**src/rtl/mmio_responder.sv**
```systemverilog
// mmio_responder: MMIO register window for display, LEDs, debounced switches, button events and timer.
// Define MMIO_IRQ_EN to add IRQ_MASK (offset 5) and a masked button-event interrupt on irq.

module mmio_debounce #(
    parameter logic [15:0] DEBOUNCE_CYCLES = 16'd50000
) (
    input  logic clk,
    input  logic reset,
    input  logic raw,
    output logic deb
);
    logic        s1, s2;
    logic [15:0] cnt;

    always_ff @(posedge clk or posedge reset) begin
        if (reset) begin
            s1  <= 1'b0;
            s2  <= 1'b0;
            deb <= 1'b0;
            cnt <= '0;
        end else begin
            s1 <= raw;
            s2 <= s1;
            // Any agreement with the debounced value restarts the stability window
            if (s2 == deb) begin
                cnt <= '0;
            end else if (cnt == DEBOUNCE_CYCLES - 16'd1) begin
                deb <= s2;
                cnt <= '0;
            end else begin
                cnt <= cnt + 16'd1;
            end
        end
    end
endmodule

module mmio_responder #(
    parameter logic [9:0]  BASE_ADDR       = 10'h3F0,
    parameter logic [15:0] DEBOUNCE_CYCLES = 16'd50000,
    parameter int          NUM_SW          = 10,
    parameter int          NUM_BTN         = 4
) (
    input  logic               clk,
    input  logic               reset,
    input  logic               write_en,
    input  logic [9:0]         addr,
    input  logic [15:0]        wr_data,
    output logic [15:0]        rd_data,
    output logic               hit,
    input  logic [NUM_SW-1:0]  switches,
    input  logic [NUM_BTN-1:0] buttons,
    output logic [15:0]        display_value,
    output logic [4:0]         led_value,
    output logic               irq
);
    localparam logic [2:0] OFF_DISPLAY = 3'd0;
    localparam logic [2:0] OFF_LED     = 3'd1;
    localparam logic [2:0] OFF_SWITCH  = 3'd2;
    localparam logic [2:0] OFF_BTN_EVT = 3'd3;
    localparam logic [2:0] OFF_TIMER   = 3'd4;
    localparam logic [2:0] OFF_IRQ_MSK = 3'd5;

    logic [9:0]         off;
    logic               in_win, wr_hit;
    logic [NUM_SW-1:0]  sw_deb;
    logic [NUM_BTN-1:0] btn_deb, btn_deb_q, btn_rise, btn_evt, btn_clr;
    logic [15:0]        timer, rd_next;
`ifdef MMIO_IRQ_EN
    logic [NUM_BTN-1:0] irq_mask;
`endif

    // Offset arithmetic keeps the window correct for unaligned BASE_ADDR
    assign off    = addr - BASE_ADDR;
    assign in_win = (off[9:3] == 7'd0);
    assign wr_hit = write_en & in_win;

    mmio_debounce #(.DEBOUNCE_CYCLES(DEBOUNCE_CYCLES)) u_sw_db [NUM_SW-1:0] (
        .clk   (clk),
        .reset (reset),
        .raw   (switches),
        .deb   (sw_deb)
    );

    mmio_debounce #(.DEBOUNCE_CYCLES(DEBOUNCE_CYCLES)) u_btn_db [NUM_BTN-1:0] (
        .clk   (clk),
        .reset (reset),
        .raw   (buttons),
        .deb   (btn_deb)
    );

    assign btn_rise = btn_deb & ~btn_deb_q;
    assign btn_clr  = (wr_hit && off[2:0] == OFF_BTN_EVT) ? wr_data[NUM_BTN-1:0] : '0;

    always_comb begin
        rd_next = '0;
        if (in_win) begin
            case (off[2:0])
                OFF_DISPLAY: rd_next = display_value;
                OFF_LED:     rd_next[4:0] = led_value;
                OFF_SWITCH:  rd_next[NUM_SW-1:0] = sw_deb;
                OFF_BTN_EVT: rd_next[NUM_BTN-1:0] = btn_evt;
                OFF_TIMER:   rd_next = timer;
`ifdef MMIO_IRQ_EN
                OFF_IRQ_MSK: rd_next[NUM_BTN-1:0] = irq_mask;
`endif
                default:     rd_next = '0;
            endcase
        end
    end

    always_ff @(posedge clk or posedge reset) begin
        if (reset) begin
            display_value <= '0;
            led_value     <= '0;
            btn_evt       <= '0;
            btn_deb_q     <= '0;
            timer         <= '0;
            rd_data       <= '0;
            hit           <= 1'b0;
        end else begin
            rd_data   <= rd_next;
            hit       <= in_win;
            btn_deb_q <= btn_deb;
            // Set wins over a same-cycle W1C
            btn_evt   <= (btn_evt & ~btn_clr) | btn_rise;
            timer     <= (wr_hit && off[2:0] == OFF_TIMER) ? wr_data : timer + 16'd1;
            if (wr_hit) begin
                case (off[2:0])
                    OFF_DISPLAY: display_value <= wr_data;
                    OFF_LED:     led_value     <= wr_data[4:0];
                    default:     ;
                endcase
            end
        end
    end

`ifdef MMIO_IRQ_EN
    always_ff @(posedge clk or posedge reset) begin
        if (reset) begin
            irq_mask <= '0;
            irq      <= 1'b0;
        end else begin
            if (wr_hit && off[2:0] == OFF_IRQ_MSK) irq_mask <= wr_data[NUM_BTN-1:0];
            irq <= |(btn_evt & irq_mask);
        end
    end
`else
    assign irq = 1'b0;
`endif
endmodule
```
**config.mk**
```make
export PLATFORM = sky130hd
export DESIGN_NAME = mmio_responder
export DESIGN_NICKNAME = d
export VERILOG_FILES = /design/src/rtl/mmio_responder.sv
export SDC_FILE = /design/constraint.sdc
export NUM_CORES = 1
export LEC_CHECK = 0
export CAP_MARGIN = 20
export CORE_ASPECT_RATIO = 1.1
export CORE_UTILIZATION = 40
export DETAILED_ROUTE_END_ITERATION = 6
export PLACE_DENSITY_LB_ADDON = 0.3
export SLEW_MARGIN = 20
export SYNTH_ARGS = -nofsm -noshare
export SYNTH_HDL_FRONTEND = slang
export SYNTH_SLANG_ARGS = --single-unit
export TNS_END_PERCENT = 100
```
**constraint.sdc**
```tcl
create_clock -name clk -period 13.38 [get_ports clk]
set_input_delay 2.676 -clock clk [delete_from_list [all_inputs] [get_ports clk]]
set_output_delay 2.676 -clock clk [all_outputs]
set_load 0.005 [all_outputs]
```
### Yosys cells after proc, flatten, opt, wreduce, memory -nomap -nowiden

Index checks and enable logic that the tools add are counted.

* output and inout port bits: 39
* ROM bits: 0
* bits in latches: 0
* memories: 0
* flip-flop bits (word level): 328
* bits of input ports: 43
* logic and storage cells: 186
* RAM bits: 0

* $lt $le $gt $ge: 0
* $add $sub $neg: 16
* divide/modulo/power cells: 0
* reductions and logical operators: 20
* equality and inequality tests: 32
* shift operators: 0
* bitwise operators: 20
* multiply operators: 0
* multiplexer cells: 35

Operators by type and width (number)
* 16-bit 2-to-1 mux: 30
* 16-bit by 1-bit adder with 16-bit output, second input constant: 15
* 16-bit == test, second input constant: 14
* 2-bit AND reduction: 16
* 4-bit one-hot mux with 5 select lines: 1
* 5-bit one-hot mux with 3 select lines: 1
* 1-bit == test: 14
* 1-bit NOT: 14
* 6-bit one-hot mux with 2 select lines: 1
* 10-bit subtractor, second input constant: 1
* 4-bit AND: 2
* 4-bit NOT: 2
* 7-bit logical NOT: 1
* 3-bit by 2-bit == test with 1-bit output, second input constant: 2
* 4-bit 2-to-1 mux: 1
* 4-bit bitwise OR: 1
* 1-bit one-hot mux with 4 select lines: 1
* 3-bit by 1-bit == test with 1-bit output, second input constant: 1
* 3-bit == test, second input constant: 1
* 3-bit logical NOT: 1
* 1-bit logical AND: 2
* 1-bit AND: 1

### Logic depth before layout (Yosys ltp)

Gate-level depths: netlist of the first run.

* depth after elaboration: 8
* depth in mapped cells: 6
* gate-level depth less buffers: 5

### Modules after synthesis

Synthesis of the first run repeated with hierarchy kept, for this count alone.

* cells, all modules: 1472
* area total of the unflattened synthesis: 16829.9 um2

Modules (own cells, without submodules)
* mmio_debounce: times used 14, seq. area each 475.5 um2, cells each 87, area each 982.2 um2
* mmio_responder: times used 1, seq. area each 1551.5 um2, cells each 254, area each 3079.2 um2

### Least setup slack after synthesis of the first run

No wires, ideal clock.

* path kind: in2reg
* start point: input port addr[4]
* end point: register timer[10]
* library setup time: 0.125 ns
* cell stages on the path: 6
* arrival: 4.077 ns
* buffers on the path: 1
* data required time: 13.255 ns
* path slack: 9.179 ns
* cells stage by stage: ha_1 nor3b_1 o21a_1 nand4_2 buf_2 mux2_2

* longest elaborated chain between the ends: 5

RTL lines
* start: declaration: line 46 `input logic [9:0] addr,`
* 10-bit subtractor: line 73 `assign off = addr - BASE_ADDR;`
* 7-bit logical NOT: line 74 `assign in_win = (off[9:3] == 7'd0);`
* 1-bit AND: line 75 `assign wr_hit = write_en & in_win;`
* 1-bit logical AND: line 126 `timer <= (wr_hit && off[2:0] == OFF_TIMER) ? wr_data : timer + 16'd1;`
* 16-bit 2-to-1 mux: line 126
* end signal: assignment: line 126
* end: declaration: line 67 `logic [15:0] timer, rd_next;`

Every way passes these cells.
A chain may end at the register's enable or synchronous reset.

### Worst setup path after layout of the first run

* start point: input port addr[1]
* end point: register display_value[15]

* longest elaborated chain between the ends: 4
* elaborated cells between the ends (all ways): 5
* those cells by class: add/sub (1); bitwise (1); reduce/logical (3)

RTL lines
* 10-bit subtractor *: line 73
* 7-bit logical NOT: line 74
* 1-bit AND: line 75
* 2-bit AND reduction (no line) *
* end signal: assignment: line 129 `OFF_DISPLAY: display_value <= wr_data;`
* end: declaration: line 52 `output logic [15:0] display_value,`

Mark *: on every way between the ends. The rest lies on a longest branch, timed or not.

==> results.md, run 1 <==
STA:
- The transition time of the tightest slew-check pin is 1.01 ns.
- The largest clock skew in the final design is 0.0191 ns.
- Dividing the final minimum period by the clock period gives 35.5%.
- Setup repair after global routing left no endpoint under its margin.
- The shortest clock period the worst path allows after layout is 4.75 ns.
- The worst-case headroom to the max-slew limit is 32.6%.
- The number of hold violations in the final report came to 0.
- The final worst setup slack is 8.63 ns.
- In the final timing run, aggregate negative setup slack is 0 ns.
- Setup violations remaining at the end of the flow were counted as 0.
- For this run, the top clock speed supported by timing is 0.210 GHz.
- The tightest hold path in the finished design has a slack of 0.345 ns.
- The count of pins over their slew limit was 0.

Die:
- The core area is 37200 µm².
- The initial standard-cell utilization of the core is 40.8%.
- The total number of placement rows is 74.
- The boundary pin count is 82.
- The die is 188 µm wide.
- The height of the die is 206 µm.
- The die footprint is 38700 µm².

Route:
- The number of search-and-repair iterations in the first detailed-routing pass is 5.
- The wire length per cell is 15.4 µm.
- The detailed router finished its first iteration with 549 violations.
- After detailed routing, the total wire length is 31300 µm.
- The routed via count is 10600.
- For this run, design rule violations remaining after detail routing come to 0.
- Once detail routing completed, the nets flagged for antenna violations numbered 0.
- The number of vias per cell after detailed routing is 5.21.

Global routing:
- The wire length of the first global-routing pass is 52600 µm.
- Global routing consumed, over all layers together, 16.6% of the routing resources.
- The number of antenna violations at the first check in global routing came to 0.
- The maximum number of pins on one net before global-route repair is 192.
- The number of global-route vias before repair is 10400.
- After global routing the overflow that remains totals 0.

Clock network:
- The clock tree from TritonCTS is yes.
- The number of instances resized during post-cts repair is 0.
- Clock tree synthesis found a total of 328 sinks.
- The TritonCTS buffer count is 36.
- The post-CTS clock slew at the launch and capture registers of the worst setup and hold paths is 0.05 ns.
- The number of buffers on the longest clock path is 3.
- The clock tree root buffer cell is sky130_fd_sc_hd__clkbuf_16.
- After clock tree synthesis, the setup repair step added 0 buffers.
- Hold repair after CTS inserted 0 buffers.
- The later-pin clock latency in the skew report is 0.53 ns.
- The CTS H-tree depth is 2.

Cells and area:
- The area growth from synthesis to layout is 17.2%.
- The layout net count is 1573.
- With fillers left out, the area of the finished cells amounts to 17800 µm².
- The number of antenna diodes is 0.
- The post-route netlist has 9.54% of its cells at a drive strength greater than 1.

Worst setup path:
- Among cell families on the critical path, the largest total delay comes from simple AND/OR/NAND/NOR gates.
- Data on the critical path is required at its endpoint by 13.78 ns.
- The classification of the worst setup path is in2reg.
- The cell at the slowest stage of the critical path is sky130_fd_sc_hd__clkdlybuf4s50_1.
- For the worst setup path, the data arrival time is 5.16 ns.
- The critical path goes through clkdlybuf4s50_1, nor2_1, and4b_1, nand4_2, mux2_2.
- The worst setup path is captured at a flip-flop.
- Counting both buffers and inverters, the worst setup path holds a total of 1.
- Along the worst path, the maximum fanout reaches 21.
- STA classifies the critical path startpoint as a primary input.
- In this design, the stage delay of the slowest critical-path cell is 0.76 ns.

Synth:
- The leading area contributor after synthesis is sky130_fd_sc_hd__dfrtp_1.
- The Yosys step of the flow raised 0 warnings.
- The fraction of registers with async set or reset after synthesis is 100%.
- Synthesis inferred 328 register bits.
- After synthesis, the netlist uses 45 different library cells.
- The most used flip-flop cell after synthesis is sky130_fd_sc_hd__dfrtp_1.
- In the post-synthesis netlist, the biggest area contributors are sky130_fd_sc_hd__dfrtp_1 (54%), sky130_fd_sc_hd__xnor2_1 (8.1%), sky130_fd_sc_hd__nor2_1 (5.3%).
- The mean instance size in the synthesized netlist is 10.7 µm².
- The synthesized net count is 1479.
- Yosys mapped a number of flops with a built-in enable equal to 0.
- The sequential cell area fraction in the yosys report is 54.1%.
- The number of instances in the synthesized netlist is 1420.
- The cell area after synthesis is 15200 µm².
- The share of the synthesized area in the top cell type is 54.1%.

Flow run:
- Across the run, the number of max-cap violations was 0.

Placed design:
- In this run the cell area measured after placement is 16500 µm².
- The placed wire-length estimate is 21600 µm.
- In this run the tool buffered the top-level ports with 80 buffer cells.
- The congestion estimate from routability-driven global placement came to 0.806.
- The worst setup timing slack at the placement stage is 8.12 ns.

Status:
- The run finished with clean final reports.

Power and ir drop:
- Across the VDD grid, the largest voltage drop is 0.0744 mV.
- The leakage power is 0.00729 µW.
- The power density relative to cell area is 123 nW/µm².

Worst hold path:
- In this run the worst hold path is classified as reg2reg.
[cell usage after synthesis (2+ instances only)]
cell                       instances
sky130_fd_sc_hd__dfrtp_1         328
sky130_fd_sc_hd__nor2_1          216
sky130_fd_sc_hd__xnor2_1         140
sky130_fd_sc_hd__nand3_1          70
sky130_fd_sc_hd__nand2_1          68
sky130_fd_sc_hd__nand4_1          60
sky130_fd_sc_hd__xor2_1           55
sky130_fd_sc_hd__mux2_2           52
sky130_fd_sc_hd__inv_1            48
sky130_fd_sc_hd__nor4_1           46
sky130_fd_sc_hd__nor3_1           43
sky130_fd_sc_hd__a21oi_1          34
sky130_fd_sc_hd__o21ai_0          32
sky130_fd_sc_hd__and3_1           30
sky130_fd_sc_hd__or3_1            28
sky130_fd_sc_hd__nor4bb_1         21
sky130_fd_sc_hd__clkbuf_1         19
sky130_fd_sc_hd__ha_1             16
sky130_fd_sc_hd__mux2i_1          15
sky130_fd_sc_hd__nand3_2          13
sky130_fd_sc_hd__nor4b_1          13
sky130_fd_sc_hd__or4_4            13
sky130_fd_sc_hd__a22oi_1           8
sky130_fd_sc_hd__and4bb_2          6
sky130_fd_sc_hd__o22a_1            6
sky130_fd_sc_hd__and4b_1           4
sky130_fd_sc_hd__nor2b_1           4
sky130_fd_sc_hd__o41ai_1           4
sky130_fd_sc_hd__and2_1            3
sky130_fd_sc_hd__and4_1            3
sky130_fd_sc_hd__buf_1             3
sky130_fd_sc_hd__buf_2             3
sky130_fd_sc_hd__nand4_2           2
sky130_fd_sc_hd__o21a_1            2
sky130_fd_sc_hd__or4_1             2
[where the power goes]
part	internal [µW]	total [µW]	switching, µW
combinational	49.5	111	61.8
sequential	1020	1050	33.3
clock	631	1020	387
[logic make-up after synthesis]
group                      after synthesis  synth area share [%]
and+or+nand+nor                        647                  23.0
DFF                                    328                  54.1
xor gates and xnor gates               195                  11.3
AOI/OAI and AO/OA                       91                  3.49
buffers and inverters                   75                  1.91
muxes                                   67                  4.85
adders and majority gates               16                  1.32
other                                    1                0.0247
[routing by layer]
metal	track usage (%)	part of all wire, %	up-vias
met5	0	0	-
met4	5.02	2.1	0
met3	2.56	3.5	44
met2	26.8	47	136
met1	23.1	47	5236
li1	-	-	5189
[cell usage in the layout (no fill, tap or decap), types with 21 or more instances in the layout]
cell	instances
sky130_fd_sc_hd__nor4_1	46
sky130_fd_sc_hd__clkdlybuf4s50_1	80
sky130_fd_sc_hd__nor2_1	216
sky130_fd_sc_hd__a21oi_1	34
sky130_fd_sc_hd__mux2_2	52
sky130_fd_sc_hd__inv_1	47
sky130_fd_sc_hd__nor4bb_1	21
sky130_fd_sc_hd__and3_1	30
sky130_fd_sc_hd__xnor2_1	140
sky130_fd_sc_hd__nand3_1	70
sky130_fd_sc_hd__clkbuf_16	37
sky130_fd_sc_hd__nor3_1	43
sky130_fd_sc_hd__nand2_1	68
sky130_fd_sc_hd__o21ai_0	32
sky130_fd_sc_hd__nand4_1	60
sky130_fd_sc_hd__xor2_1	55
sky130_fd_sc_hd__or3_1	28
sky130_fd_sc_hd__dfrtp_1	328
[state kept, by name (all words and copies together) (netlist names), 5 cells and up]
name and cells:
display_value 16, u_sw_db.s1 10, u_sw_db.deb 10, u_sw_db.s2 10, rd_data 16, led_value 5, timer 16, u_btn_db.cnt 64
u_sw_db.cnt 160
[worst paths after layout]
| check | start | to | slack (ns) | depth (start not counted) |
|---|---|---|---|---|
| max | addr[1] | display_value[15] | 8.63 | 5 |
| min | u_sw_db[8].s1 | u_sw_db[8].s2 | 0.34 | 0 |
| max reg2reg | timer[0] | timer[10] | 11.43 | 5 |
| min reg2reg | u_sw_db[8].s1 | u_sw_db[8].s2 | 0.34 | 0 |
| max in group asynchronous | reset | u_btn_db[2].cnt[13] | 9.16 | 4 |
| min in group asynchronous | reset | u_sw_db[7].s1 | 2.72 | 2 |
[through the flow]
stage / utilization (%) / power, µW / instances
3_3_place_gp: 44.4 / 1180 / 1969
3_5_place_dp: 44.4 / 1180 / 1969
4_1_cts: 47.7 / 2220 / 2034
6_report: 47.8 / 2180 / 2035
5_1_grt: 47.8 / 2270 / 2035
2_1_floorplan: - / 1140 / 1420
[area by class of cell]
type                    instances  area, µm²
clock buffers                  54       1070
clock inverters                11        165
fillers                      3459      19400
inverters                      48        188
multi-input cells            1017       6670
flip-flops and latches        328       8210
well taps                     494        618
repair buffers                 83        856
Power figures use the tool's default switching activity.
==> run 2: changes to the inputs <==
==> constraint.sdc (replaced) <==
create_clock -name clk -period 4.35 [get_ports clk]
set_input_delay 0.87 -clock clk [delete_from_list [all_inputs] [get_ports clk]]
set_output_delay 0.87 -clock clk [all_outputs]
set_load 0.005 [all_outputs]
==> run 2 against run 1 <==
Against the previous run:
- clock skew decreased by 0.0092 ns
- via count fell by 0.39%
- routed wire length rose by 0.35%
- worst setup slack got worse by 7.2 ns
- final area is 0.65% higher
- die area unchanged
- final cell count grew 0.25%
- highest routed layer unchanged
- largest cell class unchanged
- first-iteration DRC count up 4.7%
- register-to-register slack worse by 9.0 ns
- core utilization is 0.31 points higher
- count of clock-buffer cells in the layout fell by 3
==> results.md, run 2 (synthesis gave the netlist of run 1 again) <==
Die:
- The core area was 37200 µm² (unchanged).
- The initial standard-cell utilization of the core is 40.8% (unchanged).
- The total number of placement rows came to 74 (unchanged).
- The die footprint came to 38700 µm² (unchanged).
- The height of the die was 206 µm (unchanged).
- The boundary pin count is 82 (unchanged).
- The die outline width is 188 µm (unchanged).

Worst setup path:
- The signal on the critical path passes through clkdlybuf4s50_1, ha_1, nor3b_1, o21a_1, nand4_1, nor3_1.
- The worst register-to-register path ends at timer[10].
- The depth of the worst register-to-register path is 5 (unchanged).
- The data required time at the worst endpoint was 4.75 ns (-9.03 ns).
- The cell at the slowest stage of the critical path is sky130_fd_sc_hd__nand4_1.
- The count of buffering cells on the critical path with inverters included is 1 (unchanged).
- The critical path is of the in2reg type.
- The worst-path maximum fanout was 17 (-19%).
- The type of origin of the critical path is a primary input.
- The largest delay contributor family on the critical path is simple AND/OR/NAND/NOR gates.
- The endpoint class of the critical path is a flip-flop.
- The slack of the worst reg-to-reg path was 2.40 ns (-9.03 ns).
- The arrival time reported for the critical path endpoint is 3.30 ns (-1.86 ns).
- The source of the worst register-to-register timing path is timer[0].
- The largest stage delay on the critical path was 0.66 ns (-0.10 ns).

Cells and area:
- The number of flip-flops in the largest register is 160 (unchanged).
- The number of antenna diodes is 0 (unchanged).
- The fraction of layout cells with a size suffix above 1 is 10.1% (+0.55 points).
- The library cell used most frequently in the layout, excluding fill and tap cells, is sky130_fd_sc_hd__dfrtp_1.
- The layout net count is 1577 (+0.25%).
- In the final layout, the registers with the most flip-flops are u_sw_db.cnt: 160 flops, u_btn_db.cnt: 64 flops.
- u_sw_db.cnt holds more flip-flops than any other register.
- The fill cell total of the finished layout is 3405 (-1.6%).
- The area growth from synthesis to layout is 17.9%.
- The library cells used most frequently in the layout, excluding fill and tap cells, are sky130_fd_sc_hd__dfrtp_1 (328), sky130_fd_sc_hd__nor2_1 (216), sky130_fd_sc_hd__xnor2_1 (140), sky130_fd_sc_hd__clkdlybuf4s50_1 (80), sky130_fd_sc_hd__nand3_1 (70).

Route:
- The number of search-and-repair iterations in the first detailed-routing pass is 5 (unchanged).
- The overall routed net length is 31400 µm (+0.35%).
- The number of vias per cell after detailed routing is 5.18 (-0.63%).
- The routed via count is 10600 (-0.39%).
- The residual antenna-violating net count after detailed routing was 0 (unchanged).
- The number of violations reported at the end of detailed-routing iteration 0 is 575 (+4.7%).
- The wire length per cell is 15.4 µm (+0.11%).
- The detailed-route DRC error count came to 0 (unchanged).

STA:
- The number of hold violations in the final report came to 0 (unchanged).
- The transition time of the tightest slew-check pin was 0.812 ns (-0.199 ns).
- The worst hold-check slack is 0.346 ns (+0.00134 ns).
- The count of pins over their slew limit came to 0 (unchanged).
- The worst-case headroom to the max-slew limit came to 45.7% (+13 points).
- The final worst setup slack is 1.45 ns (-7.17 ns).
- Setup repair after global routing left no endpoint under its margin.
- The largest clock skew in the final design was 0.00989 ns (-0.00920 ns).
- The post-route fraction of the period consumed by the critical path is 66.6%.
- The highest clock rate is 0.345 GHz.
- The final setup violation count is 0 (unchanged).
- The shortest clock period the worst path allows after layout is 2.90 ns.

Global routing:
- The number of global-route vias before repair is 10500 (+1.7%).
- The layer with the highest usage after global routing is met2.
- The number of antenna violations at the first check in global routing came to 0 (unchanged).
- The met1 track utilization from global routing came to 22.5% (-0.53 points).
- The maximum number of pins on one net before global-route repair is 96 (-50%).
- The met3 demand-to-capacity share in global routing is 2.80% (+0.24 points).
- The total global routing track utilization is 16.7% (+0.14 points).
- The met2 usage is 27.6% (+0.83 points).
- The wire length of the first global-routing pass is 53100 µm (+0.93%).
- The remaining global-route overflow came to 0 (unchanged).

Clock network:
- The number of buffers on the longest clock path is 3 (unchanged).
- The post-CTS clock slew at the launch and capture registers of the worst setup and hold paths was 0.06 ns (about the same).
- The number of instances resized during post-cts repair is 0 (unchanged).
- The root buffer cell chosen for the clock tree is sky130_fd_sc_hd__clkbuf_16.
- The quantity of hold-fixing buffers added after cts is 0 (unchanged).
- The clock tree from TritonCTS is yes.
- The clock net sink count is 328 (unchanged).
- The CTS H-tree depth is 2 (unchanged).
- The TritonCTS buffer count is 37 (+2.8%).
- The post-CTS setup buffer count was 0 (unchanged).
- The later-pin clock latency in the skew report is 0.52 ns (about the same).

Worst hold path:
- The number of cells on the worst hold path is 0 (unchanged).
- The type of the worst min-delay path is reg2reg.
- The beginning of the worst hold path is u_sw_db[3].s1.
- The worst hold path terminates at u_sw_db[3].s2.

Power and ir drop:
- The power density relative to cell area was 385 nW/µm² (+210%).
- The leakage power is 0.00734 µW (+0.68%).
- The maximum VDD drop is 0.248 mV (+230%).

Status:
- The flow ran to the end, and the final reports show no timing, DRC or antenna violations.

Flow run:
- The number of max-cap violations is 0 (unchanged).

Placed design:
- The placed wire-length estimate was 21700 µm (+0.42%).
- The number of buffers added on ports is 80 (unchanged).
- The worst setup timing slack at the placement stage is 0.934 ns (-7.19 ns).
- The last weighted congestion value of the routability-driven placer is 0.839 (+4.1%).
[run 2: metal layers]
metal / up-vias / part of all wire, %
li1: 5197 / -
met2: 145 / 47
met1: 5174 / 47
met3: 48 / 3.4
met5: - / 0
met4: 0 / 2.3
[run 2: per-stage QoR]
| step | utilization [%] | instance area [µm²] | total power, µW | TNS (ns) | cells |
|---|---|---|---|---|---|
| floorplan | - | 15200 | 3500 | -294.77 | 1420 |
| global placement | 44.5 | 16600 | 3640 | 0 | 1973 |
| detailed placement | 44.5 | 16600 | 3650 | 0 | 1973 |
| CTS | 48.1 | 17900 | 7000 | 0 | 2040 |
| global route | 48.1 | 17900 | 7160 | 0 | 2040 |
| finish | 48.1 | 17900 | 6890 | 0 | 2040 |
[run 2: where the power goes]
| group | switching [µW] | total, µW | internal, µW |
|---|---|---|---|
| combinational | 190 | 346 | 156 |
| sequential | 104 | 3240 | 3140 |
| clock | 1240 | 3300 | 2060 |
[run 2: worst max path at each step]
| stage | from | end | slack [ns] | depth (start not counted) |
|---|---|---|---|---|
| floorplan | reset | btn_deb_q[0] | -0.90 | 1 |
| global placement | addr[0] | display_value[8] | 1.08 | 5 |
| detailed placement | addr[5] | rd_data[12] | 0.93 | 6 |
| CTS | addr[5] | rd_data[12] | 1.47 | 6 |
| global route | addr[5] | rd_data[12] | 1.25 | 6 |
| finish | addr[5] | rd_data[12] | 1.45 | 6 |
[run 2: cell type report]
cell class	count	area, µm²	share of cell area, %
Clock buffer	51	1090	6.10
Clock inverter	16	224	1.25
Inverter	48	184	1.03
Multi-Input combinational cell	1017	6670	37.3
Sequential cell	328	8210	45.9
Tap cell	494	618	3.45
Timing Repair Buffer	86	896	5.01
